## src/rtl/ctrl_time_capture_8_if.sv

```systemverilog
// Bus bundle for ctrl_time_capture_8: the observed counter/x inputs and the
// published frame results. The master drives counter/x, the slave (capture
// block) drives the results.
interface ctrl_time_capture_8_if #(
  parameter int CNT_W = 12
);
  logic [CNT_W-1:0] counter;
  logic             x;
  logic [CNT_W-1:0] time_1;
  logic [CNT_W-1:0] time_2;
  logic [CNT_W-1:0] time_3;
  logic [CNT_W-1:0] time_4;
  logic [CNT_W-1:0] time_5;
  logic [CNT_W-1:0] time_6;
  logic [CNT_W-1:0] time_7;
  logic [CNT_W-1:0] time_8;
  logic             value_1;
  logic             value_2;
  logic             value_3;
  logic             value_4;
  logic             value_5;
  logic             value_6;
  logic             value_7;
  logic             value_8;
  logic [3:0]       num_events;
  logic             done;
  logic             overflow;

  modport master (
    output counter, x,
    input  time_1, time_2, time_3, time_4, time_5, time_6, time_7, time_8,
    input  value_1, value_2, value_3, value_4, value_5, value_6, value_7, value_8,
    input  num_events, done, overflow
  );

  modport slave (
    input  counter, x,
    output time_1, time_2, time_3, time_4, time_5, time_6, time_7, time_8,
    output value_1, value_2, value_3, value_4, value_5, value_6, value_7, value_8,
    output num_events, done, overflow
  );
endinterface

```

## src/rtl/ctrl_time_capture_8.sv

```systemverilog
// ctrl_time_capture_8: records level changes of x against the shared frame
// counter as up to 8 (time, value) pairs per frame, in the same format the
// 8-slot switching scheduler consumes. Results are double-buffered and
// published one cycle after the counter==FRAME_LEN-1 cycle with a done pulse.
//
// Optional build macro: CTRL_TIME_CAPTURE_GLITCH_FILTER_EN
//   defined   -> a change must persist 2 cycles to be accepted; the recorded
//                time is the first of the two cycles.
//   undefined -> every sampled difference from the reference level counts.
//
// state     | meaning
// ----------+-----------------------------------------------------------
// S_IDLE    | after reset, waiting for the first counter==0
// S_CAPTURE | recording transitions into the working slots
// S_PUBLISH | one cycle: copy working slots to outputs, pulse done
module ctrl_time_capture_8 #(
  parameter int CNT_W     = 12,
  parameter int FRAME_LEN = 4000
) (
  input  logic                clk,
  input  logic                sta,
  ctrl_time_capture_8_if.slave bus
);

  typedef enum logic [1:0] {
    S_IDLE,
    S_CAPTURE,
    S_PUBLISH
  } state_t;

  localparam logic [CNT_W-1:0] FRAME_LAST = CNT_W'(FRAME_LEN - 1);

  state_t           state_q;

  // working (capture-side) registers
  logic             level_q, level_d;
  logic [3:0]       idx_q, idx_d;
  logic             ovf_q, ovf_d;
  logic [CNT_W-1:0] slot_t_q [8];
  logic [CNT_W-1:0] slot_t_d [8];
  logic [7:0]       slot_v_q, slot_v_d;
`ifdef CTRL_TIME_CAPTURE_GLITCH_FILTER_EN
  logic             pend_q, pend_d;
  logic [CNT_W-1:0] pend_t_q, pend_t_d;
`endif

  // published (output-side) registers
  logic [CNT_W-1:0] out_t_q [8];
  logic [7:0]       out_v_q;
  logic [3:0]       num_q;
  logic             done_q;
  logic             out_ovf_q;

  logic             frame_start;
  logic             restart;
  logic             detect_en;
  logic             accept;
  logic [CNT_W-1:0] acc_t;
  logic             last_v;
  logic [CNT_W-1:0] pub_t [8];
  logic [7:0]       pub_v;

  // Working-set next state: optionally restart the frame, then apply detection.
  always_comb begin
    frame_start = (bus.counter == '0);
    // PUBLISH always hands over to a fresh working set; counter==0 anywhere
    // (also mid-capture after a counter jump) starts a new frame.
    restart     = frame_start || (state_q == S_PUBLISH);
    detect_en   = (state_q == S_CAPTURE) || frame_start;

    level_d  = restart ? 1'b0 : level_q;
    idx_d    = restart ? 4'd0 : idx_q;
    ovf_d    = restart ? 1'b0 : ovf_q;
    slot_v_d = restart ? 8'd0 : slot_v_q;
    for (int k = 0; k < 8; k++) begin
      slot_t_d[k] = restart ? '0 : slot_t_q[k];
    end

    accept = 1'b0;
    acc_t  = bus.counter;
`ifdef CTRL_TIME_CAPTURE_GLITCH_FILTER_EN
    pend_d   = restart ? 1'b0 : pend_q;
    pend_t_d = restart ? '0 : pend_t_q;
    if (detect_en) begin
      if (bus.x != level_d) begin
        if (pend_d) begin
          accept = 1'b1;
          acc_t  = pend_t_d;
          pend_d = 1'b0;
        end else if (bus.counter != FRAME_LAST) begin
          // a change first seen in the last cycle cannot be confirmed in this frame
          pend_d   = 1'b1;
          pend_t_d = bus.counter;
        end
      end else begin
        pend_d = 1'b0;
      end
    end
`else
    accept = detect_en && (bus.x != level_d);
`endif

    if (accept) begin
      level_d = bus.x;
      if (idx_d < 4'd8) begin
        slot_t_d[idx_d[2:0]] = acc_t;
        slot_v_d[idx_d[2:0]] = bus.x;
        idx_d                = idx_d + 4'd1;
      end else begin
        ovf_d = 1'b1;
      end
    end
  end

  // Publish image: unused slots get time 0 and hold the last valid level.
  always_comb begin
    last_v = (idx_q == 4'd0) ? 1'b0 : slot_v_q[3'(idx_q - 4'd1)];
    pub_v  = '0;
    for (int k = 0; k < 8; k++) begin
      if (4'(k) < idx_q) begin
        pub_t[k] = slot_t_q[k];
        pub_v[k] = slot_v_q[k];
      end else begin
        pub_t[k] = '0;
        pub_v[k] = last_v;
      end
    end
  end

  // FSM with working-set update and registered, double-buffered outputs.
  always_ff @(posedge clk) begin
    if (sta) begin
      state_q   <= S_IDLE;
      level_q   <= 1'b0;
      idx_q     <= 4'd0;
      ovf_q     <= 1'b0;
      slot_v_q  <= '0;
      out_v_q   <= '0;
      num_q     <= 4'd0;
      done_q    <= 1'b0;
      out_ovf_q <= 1'b0;
      for (int k = 0; k < 8; k++) begin
        slot_t_q[k] <= '0;
        out_t_q[k]  <= '0;
      end
`ifdef CTRL_TIME_CAPTURE_GLITCH_FILTER_EN
      pend_q   <= 1'b0;
      pend_t_q <= '0;
`endif
    end else begin
      level_q  <= level_d;
      idx_q    <= idx_d;
      ovf_q    <= ovf_d;
      slot_v_q <= slot_v_d;
      for (int k = 0; k < 8; k++) begin
        slot_t_q[k] <= slot_t_d[k];
      end
`ifdef CTRL_TIME_CAPTURE_GLITCH_FILTER_EN
      pend_q   <= pend_d;
      pend_t_q <= pend_t_d;
`endif
      done_q <= 1'b0;
      case (state_q)
        S_IDLE: begin
          if (frame_start) state_q <= S_CAPTURE;
        end
        S_CAPTURE: begin
          if (bus.counter == FRAME_LAST) state_q <= S_PUBLISH;
        end
        S_PUBLISH: begin
          state_q   <= S_CAPTURE;
          out_v_q   <= pub_v;
          num_q     <= idx_q;
          out_ovf_q <= ovf_q;
          done_q    <= 1'b1;
          for (int k = 0; k < 8; k++) begin
            out_t_q[k] <= pub_t[k];
          end
        end
        default: state_q <= S_IDLE;
      endcase
    end
  end

  assign bus.time_1     = out_t_q[0];
  assign bus.time_2     = out_t_q[1];
  assign bus.time_3     = out_t_q[2];
  assign bus.time_4     = out_t_q[3];
  assign bus.time_5     = out_t_q[4];
  assign bus.time_6     = out_t_q[5];
  assign bus.time_7     = out_t_q[6];
  assign bus.time_8     = out_t_q[7];
  assign bus.value_1    = out_v_q[0];
  assign bus.value_2    = out_v_q[1];
  assign bus.value_3    = out_v_q[2];
  assign bus.value_4    = out_v_q[3];
  assign bus.value_5    = out_v_q[4];
  assign bus.value_6    = out_v_q[5];
  assign bus.value_7    = out_v_q[6];
  assign bus.value_8    = out_v_q[7];
  assign bus.num_events = num_q;
  assign bus.done       = done_q;
  assign bus.overflow   = out_ovf_q;

endmodule
```

## src/flat_wrapper.sv

```systemverilog
// flat-port wrapper written by rule: the top's interface ports become plain ports
module ctrl_time_capture_8_flat 
#(
  parameter int CNT_W     = 12,
  parameter int FRAME_LEN = 4000
)
  (clk, sta, bus_counter, bus_x, bus_time_1, bus_time_2, bus_time_3, bus_time_4, bus_time_5, bus_time_6, bus_time_7, bus_time_8, bus_value_1, bus_value_2, bus_value_3, bus_value_4, bus_value_5, bus_value_6, bus_value_7, bus_value_8, bus_num_events, bus_done, bus_overflow);
  ctrl_time_capture_8_if #(.CNT_W(CNT_W)) bus_i ();
  input  logic clk;
  input  logic sta;
  input wire logic [$bits(bus_i.counter)-1:0] bus_counter;
  input wire logic [$bits(bus_i.x)-1:0] bus_x;
  output wire logic [$bits(bus_i.time_1)-1:0] bus_time_1;
  output wire logic [$bits(bus_i.time_2)-1:0] bus_time_2;
  output wire logic [$bits(bus_i.time_3)-1:0] bus_time_3;
  output wire logic [$bits(bus_i.time_4)-1:0] bus_time_4;
  output wire logic [$bits(bus_i.time_5)-1:0] bus_time_5;
  output wire logic [$bits(bus_i.time_6)-1:0] bus_time_6;
  output wire logic [$bits(bus_i.time_7)-1:0] bus_time_7;
  output wire logic [$bits(bus_i.time_8)-1:0] bus_time_8;
  output wire logic [$bits(bus_i.value_1)-1:0] bus_value_1;
  output wire logic [$bits(bus_i.value_2)-1:0] bus_value_2;
  output wire logic [$bits(bus_i.value_3)-1:0] bus_value_3;
  output wire logic [$bits(bus_i.value_4)-1:0] bus_value_4;
  output wire logic [$bits(bus_i.value_5)-1:0] bus_value_5;
  output wire logic [$bits(bus_i.value_6)-1:0] bus_value_6;
  output wire logic [$bits(bus_i.value_7)-1:0] bus_value_7;
  output wire logic [$bits(bus_i.value_8)-1:0] bus_value_8;
  output wire logic [$bits(bus_i.num_events)-1:0] bus_num_events;
  output wire logic [$bits(bus_i.done)-1:0] bus_done;
  output wire logic [$bits(bus_i.overflow)-1:0] bus_overflow;
  assign bus_i.counter = bus_counter;
  assign bus_i.x = bus_x;
  assign bus_time_1 = bus_i.time_1;
  assign bus_time_2 = bus_i.time_2;
  assign bus_time_3 = bus_i.time_3;
  assign bus_time_4 = bus_i.time_4;
  assign bus_time_5 = bus_i.time_5;
  assign bus_time_6 = bus_i.time_6;
  assign bus_time_7 = bus_i.time_7;
  assign bus_time_8 = bus_i.time_8;
  assign bus_value_1 = bus_i.value_1;
  assign bus_value_2 = bus_i.value_2;
  assign bus_value_3 = bus_i.value_3;
  assign bus_value_4 = bus_i.value_4;
  assign bus_value_5 = bus_i.value_5;
  assign bus_value_6 = bus_i.value_6;
  assign bus_value_7 = bus_i.value_7;
  assign bus_value_8 = bus_i.value_8;
  assign bus_num_events = bus_i.num_events;
  assign bus_done = bus_i.done;
  assign bus_overflow = bus_i.overflow;
  ctrl_time_capture_8 #(.CNT_W(CNT_W), .FRAME_LEN(FRAME_LEN)) u_core (.clk(clk), .sta(sta), .bus(bus_i));
endmodule
```

## config.mk

```make
export PLATFORM = sky130hd
export DESIGN_NAME = ctrl_time_capture_8_flat
export DESIGN_NICKNAME = d
export VERILOG_FILES = /design/src/rtl/ctrl_time_capture_8_if.sv /design/src/rtl/ctrl_time_capture_8.sv /design/src/flat_wrapper.sv
export SDC_FILE = /design/constraint.sdc
export NUM_CORES = 1
export LEC_CHECK = 0
export BUFFER_PORTS_ARGS = -buffer_cell sky130_fd_sc_hd__buf_2
export CORE_MARGIN = 2
export CORE_UTILIZATION = 60
export DETAILED_ROUTE_END_ITERATION = 10
export GPL_TIMING_DRIVEN = 0
export PLACE_DENSITY = 0.84
export SYNTH_ARGS = -nofsm -noshare
export SYNTH_HDL_FRONTEND = slang
export SYNTH_SLANG_ARGS = --single-unit
```

## constraint.sdc

```tcl
create_clock -name clk -period 5.1 [get_ports clk]
set_clock_uncertainty 0.05 [all_clocks]
set_input_delay 0.51 -clock clk [delete_from_list [all_inputs] [get_ports clk]]
set_output_delay 0.51 -clock clk [all_outputs]
set_load 0.005 [all_outputs]
```

Word level (Yosys, flattened, before mapping)
Memory sizes are Yosys's and may differ from the RTL's.
Index checks and enable logic that the tools add are counted.
{"block": "word_totals", "reg_bits": 30, "ramBits": 192, "input_bits": 15, "memories": 2}
{"block": "op_classes", "n_addsub": 2, "order_cmp": 14, "eq_ne": 6, "muxes": 71, "bitwise_logic": 17, "reduce_logical": 9}
{"name": "u_core.out_t_q", "depth": 8, "word_bits": 12, "rd": 8, "rd_clocked_by_memory_dff": 0, "write_ports": 8, "line_no": "ctrl_time_capture_8.sv:48", "source": "logic [CNT_W-1:0] out_t_q [8];"}
{"name": "u_core.slot_t_q", "depth": 8, "word_bits": 12, "rd": 8, "rd_clocked_by_memory_dff": 0, "write_ports": 8, "line_no": "ctrl_time_capture_8.sv:39", "source": "logic [CNT_W-1:0] slot_t_q [8];"}
{"op": "2-to-1 mux 12 bit", "n": 33}
{"op": "2-to-1 mux 96 bit", "n": 2}
{"op": "bitwise mux 96 bit", "n": 1}
{"op": "demux 12 bit (select 3 bit)", "n": 1}
{"op": "2-to-1 mux 8 bit", "n": 3}
{"op": "2-to-1 mux 1 bit", "n": 22}
{"op": "less-than comparator 3 x 4 -> 1 bit, first input constant", "n": 4}
{"op": "bitwise OR 1 bit", "n": 16}
{"op": "equality test 12 bit, second input constant", "n": 1}
{"op": "logical NOT 12 bit", "n": 1}
{"op": "2-to-1 mux 4 bit", "n": 3}
{"op": "bitwise mux 8 bit", "n": 1}
{"op": "less-than comparator 1 x 4 -> 1 bit, first input constant", "n": 2}
{"op": "less-than comparator 2 x 4 -> 1 bit, first input constant", "n": 2}
{"op": "less-than comparator 3 x 4 -> 1 bit, second input constant", "n": 2}
{"op": "one-hot mux 2 bit (3 select lines)", "n": 1}
{"op": "adder 4 x 1 -> 4 bit, second input constant", "n": 1}
{"op": ">= comparator 4 bit, second input constant", "n": 1}
{"op": "logical NOT 4 bit", "n": 1}
{"op": "less-than comparator 4 x 1 -> 1 bit, second input constant", "n": 1}
{"op": "less-than comparator 4 bit, second input constant", "n": 1}
{"op": "2-to-1 mux 2 bit", "n": 2}
{"op": "inverter 3 -> 4 bit", "n": 1}
{"op": "binary-select mux 1 bit (select 3 bit)", "n": 1}
{"op": "12 further kinds", "n": 15}

Depth between registers and ports, before layout
{"block": "depth", "depth_word": 12, "depth_mapped": 8}

Least setup slack after synthesis
OpenSTA, ideal clock, no wires.
{"block": "synth_path", "path_type": "input-to-reg", "startpoint": "in sta", "endpoint": "mem u_core.out_t_q[0][0], enable pin", "setup_time_ps": 449, "t_arrival_ps": 3080, "path_slack_ps": 1521, "stages": 4, "n_path_buf": 2, "path_cell_list": "clkbuf_1 > clkbuf_1 > nor2_1 > inv_1"}
{"item": "start, declared", "line_no": "flat_wrapper.sv:10", "source": "input logic sta;"}
{"item": "end, declared", "line_no": "ctrl_time_capture_8.sv:48"}

Final worst setup path
{"block": "layout_path", "startpoint": "reg u_core.idx_q[0]", "endpoint": "reg u_core.out_v_q[3]"}
{"block": "layout_between", "elab_chain_len": 5, "word_cells_on_any_way": 7}
{"item": "start, declared", "line_no": "ctrl_time_capture_8.sv:37", "source": "logic [3:0] idx_q, idx_d;"}
{"item": "start signal, assigned", "line_no": "ctrl_time_capture_8.sv:152", "source": "idx_q <= idx_d;"}
{"item": "subtractor 3 x 1 -> 3 bit", "line_no": "ctrl_time_capture_8.sv:117", "source": "last_v = (idx_q == 4'd0) ? 1'b0 : slot_v_q[3'(idx_q - 4'd1)];"}
{"item": "binary-select mux 1 bit (select 3 bit)", "line_no": "ctrl_time_capture_8.sv:117"}
{"item": "2-to-1 mux 1 bit (implied by the code)", "line_no": "ctrl_time_capture_8.sv:117"}
{"item": "2-to-1 mux 1 bit", "line_no": "ctrl_time_capture_8.sv:117"}
{"item": "2-to-1 mux 1 bit (*)", "line_no": "ctrl_time_capture_8.sv:120", "source": "if (4'(k) < idx_q) begin"}
{"item": "end signal, assigned", "line_no": "ctrl_time_capture_8.sv:172", "source": "out_v_q <= pub_v;"}
{"item": "end, declared", "line_no": "ctrl_time_capture_8.sv:49", "source": "logic [7:0] out_v_q;"}
Mark *: on every way between the ends. The rest lies on a longest branch, timed or not. The select of a mux whose other input is x is not followed.
A chain may end at the register's enable or synchronous reset.

==> out/qor.yml <==
setup_path:
  cp.arrival_ps: 3250
  cp.required_ps: 5430
  crit_fanout: 10
  cp-start-kind: "flop"
  cp-end-kind: "flop"
  crit_type: "flop to flop"
  r2r_slack_ps: 2180
outcome:
  status: "finished clean"
routing:
  via_count: 6128
  wl_per_cell_um: 19.9
  dr.pass1.iters: 5
  ant_nets: 0
  routed_via_density: 5.86
  drt_iter0_drc: 518
  drc: 0
  drt-total-wl_um: 20800
clock_tree:
  clock_tree.buffer_depth: 3
  cts_root_buf: "clkbuf_16"
  clk_pin_slew_worst_paths_ps: 60
  postCtsSetupRepairBufs: 0
  clkLatencyLatePin_ps: 490
  cts_hold_buf: 0
  clock-sinks: 222
  cts-htree-levels: 1
  cts_inserted_buffers: 22
  cts_tree: "built"
  cts.repair.resized: 0
logic_synthesis:
  ys_async_sr_fraction_pct: 0
  syn_area_sq_um: 8590
  ys_ff_latch: 222
  synth_edf_count: 96
  synth_area_per_cell_sq_um: 12.2
  netlist_instances: 702
  ys_types: 56
  syn_nets: 720
  synthFlopType: "dfxtp_1"
  yosysWarnings: 0
  yosysSeqAreaShare_pct: 62.9
power:
  switching_share_pct: 21.0
  pwr-share-clk_pct: 42.7
  ir_drop_v: 0.000276
  p_per_area_nw_per_um2: 350
  p_leak_nw: 4.16
  combPwrFrac_pct: 3.8
  p_seq_share_pct: 53.4
  p_switching_mw: 0.742
  p_int_mw: 2.80
cells_and_area:
  n_fill_cell: 968
  synthToLayoutAreaGrowth_pct: 17.9
  fin_nets: 868
  fin_area_sq_um: 10100
  antenna_cells: 0
  drive_above_1_share_pct: 21.7
  final_common_cell: "buf_2"
  layout_common_cells: "buf_2 (130), dfxtp_1 (126), edfxtp_1 (96)"
timing:
  maxSlewHeadroom_pct: 39.3
  worst_pin_slew_ps: 910
  fmax_mhz: 343
  drv_slew: 0
  period_needed_ps: 2920
  fin_crit_sh_pct: 57.2
  setup_violations: 0
  rsz0062_at_grt: "false"
  fin_setup_tns_ps: 0
  hold_viol_final: 0
floorplan:
  die_w_um: 124
  fp-row-count: 43
  io_pins: 125
  dieHeight_um: 124
  core_sq_um: 13900
  die_area_sq_um: 15300
  start_util_pct: 61.6
global_routing:
  grt_max_degree: 50
  grt_usage_pct: 27.1
  grt_pass1_vias: 5884
  grt_pass1_wl_um: 31400
  grt_overflow: 0
  grt_antenna_before_repair: 0
hold_path:
  hold_path_class: "input pin to flop"
placement:
  port_buffers: 123
  place_area_sq_um: 9450
  place_hpwl_um: 14000
  gp_congestion: 0.968
flow_run:
  maxCapViolCount: 0
==> metrics by stage <==
stage          hold WS, ps  worst slack (ps)  total power [mW]  utilization (%)  std cells
6_report               273              2180              3.54             72.6       1046
2_1_floorplan          375              1520              1.99                -        702
3_3_place_gp           391               738              2.06             67.7       1005
5_1_grt                272              2110              3.64             72.6       1046
4_1_cts                269              2240              3.55             72.6       1046
3_5_place_dp           397              2250              2.06             67.8       1006
==> final timing paths <==
kind,startpoint,to,cells past startpoint
worst max-delay path,u_core.idx_q[0],u_core.out_v_q[3],7
worst min-delay path,bus_counter[3],u_core.slot_t_q[0][27],3
worst max register to register,u_core.idx_q[0],u_core.out_v_q[3],7
worst min register to register,u_core.slot_t_q[0][27],u_core.slot_t_q[0][27],2
==> flip-flops by register name, summed over array words and instances, names as in the netlist <==
name / flops
u_core.level_q: 1
u_core.bus.num_events: 4
u_core.slot_t_q: 96
u_core.slot_v_q: 8
u_core.ovf_q: 1
u_core.bus.overflow: 1
u_core.idx_q: 4
u_core.bus.done: 1
u_core.out_v_q: 8
u_core.out_t_q: 96
u_core.state_q: 2
==> power by group through the flow <==
stage / Clock, mW / Sequential [mW] / Combinational, mW
after global placement: 0 / 1.93 / 0.129
after detailed placement: 0 / 1.93 / 0.135
final: 1.51 / 1.89 / 0.136
after floorplan: 0 / 1.94 / 0.0537
after CTS: 1.52 / 1.89 / 0.136
after global routing: 1.59 / 1.89 / 0.147
==> cell usage after synthesis (all sizes together), types with 2 or more instances <==
cell type / count / share of area, %
a21oi: 24 / 1.4
buf: 17 / 1.5
a22o: 72 / 7.3
o31ai: 2 / 0.17
a31o: 2 / 0.20
dfxtp: 126 / 29
a31oi: 6 / 0.44
xnor2: 3 / 0.31
edfxtp: 96 / 34
mux4: 2 / 0.52
o21ai: 10 / 0.71
a32o: 4 / 0.47
and3: 13 / 0.95
o211ai: 2 / 0.17
and2: 87 / 6.3
nor2: 12 / 0.52
nand3: 16 / 0.93
nor2b: 19 / 1.4
inv: 18 / 0.79
mux2i: 24 / 2.8
or4: 3 / 0.39
and4: 4 / 0.41
nand4: 3 / 0.22
clkbuf: 38 / 1.7
a211oi: 2 / 0.17
nor4: 6 / 0.51
o22ai: 3 / 0.38
nor3: 16 / 1.2
or3: 2 / 0.15
ha: 3 / 0.44
nand2: 45 / 2.0
nand2b: 4 / 0.29
nand3b: 3 / 0.26
==> critical path, cell delays in order, from the launching register on <==
cell and delay (ps):
dfxtp_1 450, clkbuf_1 450, inv_1 130, ha_1 370, mux4_2 510, mux2_2 340, and4_1 230, a221o_1 250
==> cells by family (layout without fill, tap and decap cells) <==
kind of cell	after synthesis	in the layout	share of synthesized area (%)
adder cells (fa/ha/maj)	3	3	0.437
multiplexers	27	27	3.45
flip-flops	222	222	62.9
buffers and inverters	74	238	4.04
AND/OR/NAND/NOR	236	236	15.9
XOR/XNOR	4	4	0.408
AO/OA/AOI/OAI	136	136	12.8
==> routing by layer <==
layer	track usage, %	up-vias	part of all wire (%)	routed length, um
li1	-	2831	-	-
met1	36.2	2990	42	8640
met2	45.0	268	49	10100
met3	3.71	39	6.8	1420
met4	10.7	0	3.1	634
met5	0	-	0	0
==> layout make-up <==
| type | instances | area [sq um] | area share, % |
|---|---|---|---|
| Buffer | 55 | 275 | 2.72 |
| Clock buffer | 28 | 594 | 5.87 |
| Clock inverter | 12 | 76.3 | 0.754 |
| Inverter | 19 | 73.8 | 0.729 |
| Multi-Input combinational cell | 406 | 2840 | 28.0 |
| Sequential cell | 222 | 5410 | 53.4 |
| Tap cell | 180 | 225 | 2.23 |
| Timing Repair Buffer | 124 | 636 | 6.28 |
(Power assumes the default switching activity.)
